[src/rtl/avalon_body_fetch.sv]
// Avalon-MM read master that fetches every body's radius and x/y/z once per frame
// and publishes them as a double-buffered snapshot for the renderers.
module avalon_body_fetch #(
  parameter int unsigned NUM_BODIES = 4,
  parameter logic [31:0] BASE_ADDR  = 32'h0,
  parameter int unsigned TIMEOUT    = 255
) (
  input  logic                      CLK,
  input  logic                      RESET,
  input  logic                      VGA_VS,
  input  logic                      ENABLE,
  output logic [31:0]               AVL_M_ADDR,
  output logic                      AVL_M_READ,
  output logic [3:0]                AVL_M_BYTE_EN,
  input  logic                      AVL_M_WAITREQUEST,
  input  logic                      AVL_M_READDATAVALID,
  input  logic [31:0]               AVL_M_READDATA,
  output logic [128*NUM_BODIES-1:0] BODY_DATA,
  output logic                      FRAME_DONE,
  output logic                      FETCH_ERR,
  output logic                      BUSY
);

  localparam int unsigned WORD_W    = 32;
  localparam int unsigned NUM_WORDS = 4 * NUM_BODIES;
  localparam int unsigned IDX_W     = 6;
  localparam int unsigned TMO_W     = $clog2(TIMEOUT + 1);

  localparam logic [IDX_W-1:0] LAST_IDX = IDX_W'(NUM_WORDS - 1);
  localparam logic [TMO_W-1:0] TMO_LAST = TMO_W'(TIMEOUT - 1);

  typedef enum logic [1:0] {
    IDLE,
    REQ,
    WAIT_DATA,
    COMMIT
  } state_t;

  state_t             state_q, state_nx;
  logic [IDX_W-1:0]   idx_q, idx_nx;
  logic [TMO_W-1:0]   tmo_q, tmo_nx;
  logic               shadow_we;
  logic               commit;
  logic               err_set;

  logic               vs_meta_q, vs_sync_q, vs_dly_q;
  logic               post_rst_q, armed_q, trig_q;

  logic [WORD_W-1:0]  shadow_q [NUM_WORDS];

  // VS synchronizer and falling-edge detect. A fall is only honoured once VS has
  // been seen high after reset, so releasing reset with VS low cannot start a frame.
  always_ff @(posedge CLK) begin
    if (RESET) begin
      vs_meta_q  <= 1'b1;
      vs_sync_q  <= 1'b1;
      vs_dly_q   <= 1'b1;
      post_rst_q <= 1'b0;
      armed_q    <= 1'b0;
      trig_q     <= 1'b0;
    end else begin
      vs_meta_q  <= VGA_VS;
      vs_sync_q  <= vs_meta_q;
      vs_dly_q   <= vs_sync_q;
      post_rst_q <= 1'b1;
      armed_q    <= armed_q | (post_rst_q & vs_meta_q);
      trig_q     <= armed_q & vs_dly_q & ~vs_sync_q;
    end
  end

  // Next-state logic: one read outstanding, per-word timeout in WAIT_DATA.
  always_comb begin
    state_nx  = state_q;
    idx_nx    = idx_q;
    tmo_nx    = tmo_q;
    shadow_we = 1'b0;
    commit    = 1'b0;
    err_set   = 1'b0;
    unique case (state_q)
      IDLE: begin
        if (trig_q && ENABLE) begin
          state_nx = REQ;
          idx_nx   = '0;
          tmo_nx   = '0;
        end
      end
      REQ: begin
        if (!AVL_M_WAITREQUEST) begin
          state_nx = WAIT_DATA;
          tmo_nx   = '0;
        end
      end
      WAIT_DATA: begin
        if (AVL_M_READDATAVALID) begin
          shadow_we = 1'b1;
          if (idx_q == LAST_IDX) begin
            state_nx = COMMIT;
          end else begin
            idx_nx   = idx_q + 1'b1;
            state_nx = REQ;
          end
        end else if (tmo_q == TMO_LAST) begin
          state_nx = IDLE;
          err_set  = 1'b1;
        end else begin
          tmo_nx = tmo_q + 1'b1;
        end
      end
      COMMIT: begin
        commit   = 1'b1;
        state_nx = IDLE;
      end
      default: state_nx = IDLE;
    endcase
  end

  // State register and bus/status outputs, all derived from the next state.
  always_ff @(posedge CLK) begin
    if (RESET) begin
      state_q       <= IDLE;
      idx_q         <= '0;
      tmo_q         <= '0;
      AVL_M_READ    <= 1'b0;
      AVL_M_BYTE_EN <= 4'h0;
      AVL_M_ADDR    <= BASE_ADDR;
      FRAME_DONE    <= 1'b0;
      FETCH_ERR     <= 1'b0;
      BUSY          <= 1'b0;
    end else begin
      state_q       <= state_nx;
      idx_q         <= idx_nx;
      tmo_q         <= tmo_nx;
      AVL_M_READ    <= (state_nx == REQ);
      AVL_M_BYTE_EN <= (state_nx == REQ) ? 4'hF : 4'h0;
      AVL_M_ADDR    <= BASE_ADDR + 32'({idx_nx, 2'b00});
      FRAME_DONE    <= commit;
      BUSY          <= (state_nx != IDLE);
      if (commit) begin
        FETCH_ERR <= 1'b0;
      end else if (err_set) begin
        FETCH_ERR <= 1'b1;
      end
    end
  end

  // Shadow capture and snapshot commit; BODY_DATA only moves at COMMIT.
  always_ff @(posedge CLK) begin
    if (RESET) begin
      for (int unsigned i = 0; i < NUM_WORDS; i++) begin
        shadow_q[i] <= '0;
      end
      BODY_DATA <= '0;
    end else begin
      for (int unsigned i = 0; i < NUM_WORDS; i++) begin
        if (shadow_we && (idx_q == IDX_W'(i))) begin
          shadow_q[i] <= AVL_M_READDATA;
        end
      end
      if (commit) begin
        for (int unsigned i = 0; i < NUM_WORDS; i++) begin
          BODY_DATA[i*WORD_W +: WORD_W] <= shadow_q[i];
        end
      end
    end
  end

endmodule
[config.mk]
export PLATFORM = sky130hd
export DESIGN_NAME = avalon_body_fetch
export DESIGN_NICKNAME = d
export VERILOG_FILES = /design/src/rtl/avalon_body_fetch.sv
export SDC_FILE = /design/constraint.sdc
export NUM_CORES = 1
export LEC_CHECK = 0
export ABC_AREA = 1
export ABC_CLOCK_PERIOD_IN_PS = 5400
export CORE_MARGIN = 3
export CORE_UTILIZATION = 43
export DETAILED_ROUTE_END_ITERATION = 10
export PLACE_DENSITY = 0.66
export SKIP_LAST_GASP = 1
export SLEW_MARGIN = 25
export SYNTH_ARGS = -nofsm -noshare
export SYNTH_HDL_FRONTEND = slang
export SYNTH_SLANG_ARGS = --single-unit
[constraint.sdc]
create_clock -name CLK -period 5.4 [get_ports CLK]
set_input_delay 0.54 -clock CLK [delete_from_list [all_inputs] [get_ports CLK]]
set_output_delay 0.54 -clock CLK [all_outputs]
set_load 0.01 [all_outputs]
==> flow_metrics.env <==
export IMPL_async_reset_ff_share_pct=0
export IMPL_postSynthCellCount=3440
export IMPL_maxSlewViolCount=0
export IMPL_cts_hold_buf=0
export IMPL_status="finished, final reports clean"
export IMPL_dieArea_um2=87900
export IMPL_ys_types=22
export IMPL_rsz0062_at_grt="no"
export IMPL_cpPeakStageDelay_ns=0.81
export IMPL_synth_simple_gate_area_share_pct=22.9
export IMPL_vias=26200
export IMPL_period_minus_slack_ns=3.23
export IMPL_max_slew_margin_pct=17.8
export IMPL_fin_cells=5103
export IMPL_viasPerCell=5.14
export IMPL_die_h_um=296
export IMPL_rows=105
export IMPL_die_x_um=296
export IMPL_pwr_density_cell_nw_per_um2=355
export IMPL_synth_top_family_by_area="simple AND/OR/NAND/NOR gates"
export IMPL_ys_top_cells_by_count="1,106 x nand2_1, 538 x dfxtp_1, 535 x nand3_1, 512 x edfxtp_1, 373 x nor2_1"
export IMPL_globalplace_congestion=0.817
export IMPL_start_util_pct=43.8
export IMPL_finalSetupTns_ns=0
export IMPL_antenna_left=0
export IMPL_synth_compound_area_share_pct=0.252
export IMPL_clockBufferDepth=3
export IMPL_grt_max_degree=206
export IMPL_cpMostUsedCell="nand3_1"
export IMPL_dr_pass1_iters=6
export IMPL_cp_arrival_ns=3.52
export IMPL_hold_path_class="flip-flop to flip-flop"
export IMPL_clock_fmax_mhz=310
export IMPL_clk_pin_slew_ns=0.06
export IMPL_hpwl_mm=72.5
export IMPL_wl_per_cell_um=22.9
export IMPL_cp_end_kind="flip-flop"
export IMPL_core_area_um2=82800
export IMPL_cts_resized=0
export IMPL_cts_tree="done"
export IMPL_grt_pass1_wl_mm=166
export IMPL_vdd_drop_max_mv=0.282
export IMPL_path_delay_family="buffers and inverters"
export IMPL_setup_viol_count_final=0
export IMPL_antenna_found_initial=2
export IMPL_port_buffers=563
export IMPL_fin_skew_ns=0.0285
export IMPL_crit_type="flip-flop to flip-flop"
export IMPL_tightestPinTransition_ns=1.23
export IMPL_synth_area_top_cells="edfxtp_1 42%, dfxtp_1 30%, nand2_1 11%, nand3_1 7.4%, nor2_1 3.9%"
export IMPL_diodes=0
export IMPL_drtIter0Drc=2705
export IMPL_cp_slowest_cell="clkinv_1"
export IMPL_synth_top_cell_area_share_pct=42.4
export IMPL_synth_top_cell_by_area="edfxtp_1"
export IMPL_drv_cap=0
export IMPL_ys_seq_elements=1050
export IMPL_synth_yosys_warnings=0
export IMPL_synth_cell_area_um2=36300
export IMPL_route_detailed_drc=0
export IMPL_cts_sinks=1050
export IMPL_synthFlopType="dfxtp_1"
export IMPL_fillerInstances=7056
export IMPL_ys_seq_area_share_pct=72.1
export IMPL_clock_root_buffer="clkbuf_16"
export IMPL_worst_slack_ns=2.17
export IMPL_synth_edff_count=512
export IMPL_synth_mux_area_share_pct=0
export IMPL_finalCritPeriodShare_pct=59.8
export IMPL_startpoint_type="flip-flop"
export IMPL_place_inst=4903
export IMPL_cts_buffers=105
export IMPL_layout_drive_gt1_share_pct=5.88
export IMPL_crit_path_max_fanout=33
export IMPL_yosysMostFrequentCell="nand2_1"
export IMPL_synth_xor_area_share_pct=0.0483
export IMPL_avgSynthCellArea_um2=10.5
export IMPL_synthAdderAreaFrac_pct=0.207
export IMPL_required_ns=5.70
export IMPL_power_leakage_nw=18.9
export IMPL_finalNetCount=3984
export IMPL_post_cts_setup_buffer_count=0
export IMPL_post_place_ws_ns=1.94
export IMPL_pin_count=590
export IMPL_path_cells="nand3_1 > inv_1 > nand3_1 > nor2_1 > clkinv_1 > nand2_1 > buf_4"
export IMPL_routed_wl_mm=117
export IMPL_cts_htree_levels=3
export IMPL_crit_buf_inv=3
export IMPL_grt_pass1_vias=24700
export IMPL_worst_hold_slack_ns=0.422
export IMPL_worst_skew_pair_late_latency_ns=0.66
export IMPL_grt_use_total_pct=25.8
export IMPL_hold_viol_final=0
export IMPL_grt_ovfl_total=0
export IMPL_syn_to_final_growth_pct=27.4
==> worst paths after layout <==
| path | from | end | slack, ns | cells past startpoint |
|---|---|---|---|---|
| worst max-delay path | state_q[1] | shadow_q[1][58] | 2.17 | 7 |
| worst min-delay path | vs_dly_q | trig_q | 0.42 | 2 |
| worst max register to register | state_q[1] | shadow_q[1][58] | 2.17 | 7 |
| worst min register to register | vs_dly_q | trig_q | 0.42 | 2 |
==> worst register-to-register path: stages (launching register included) <==
cell	delay, ns
dfxtp_1	0.44
nand3_1	0.19
inv_1	0.17
nand3_1	0.23
nor2_1	0.37
clkinv_1	0.81
nand2_1	0.27
buf_4	0.41
==> area by class of cell <==
| cell class | count | area, um^2 | area share [%] |
|---|---|---|---|
| Clock buffer | 161 | 3160 | 6.83 |
| Tap cell | 1070 | 1340 | 2.90 |
| Clock inverter | 39 | 395 | 0.856 |
| Sequential cell | 1050 | 26100 | 56.6 |
| Inverter | 85 | 327 | 0.707 |
| Multi-Input combinational cell | 2079 | 8690 | 18.8 |
| Timing Repair Buffer | 619 | 6150 | 13.3 |
==> flip-flops by register name, indices dropped and copies added (netlist names), 2 cells and up <==
| name | flops |
|---|---|
| shadow_q | 512 |
| state_q | 2 |
| idx_q | 6 |
| tmo_q | 8 |
| BODY_DATA | 512 |
==> power by group <==
group	internal, mW	leakage, nW	switching [mW]	total (mW)
Sequential	8.55	9.49	0.0605	8.61
Clock	4.33	1.74	3.07	7.40
Combinational	0.0554	7.71	0.349	0.404
==> through the flow <==
step	total power [mW]	util, %	cell area (um^2)
finish	16.4	55.8	46200
global route	16.9	55.8	46200
CTS	16.5	55.8	46200
detailed placement	9.19	51.5	42700
global placement	9.18	51.5	42600
floorplan	8.95	-	36400
==> cell usage in the layout, fill, tap and decap left out, drive strengths merged <==
master	netlist	final
nand2	1106	1106
clkdlybuf4s50	0	562
dfxtp	538	538
nand3	535	535
edfxtp	512	512
nor2	374	374
clkbuf	32	161
inv	64	67
buf	219	57
clkinv	21	49
conb	1	26
a21oi	10	10
o21ai	7	7
nand4	6	6
ha	6	6
bufinv	0	6
or2	3	3
nand3b	2	2
xor2	2	2
clkinvlp	0	2
nor3	1	1
a31oi	1	1
==> kinds of logic after synthesis <==
group / count (synthesis)
buffers and inverters: 336
other: 1
xor gates and xnor gates: 2
adders and majority gates: 6
DFF: 1050
AOI/OAI and AO/OA: 18
and+or+nand+nor: 2027
==> layer usage <==
layer	GRT usage, %	up-vias	share of wire, %
met4	10.5	0	4.1
met3	3.83	208	6.8
met5	0	-	0
met2	42.9	1062	48
li1	-	12200	-
met1	34.2	12700	41
Power figures use the tool's default switching activity.
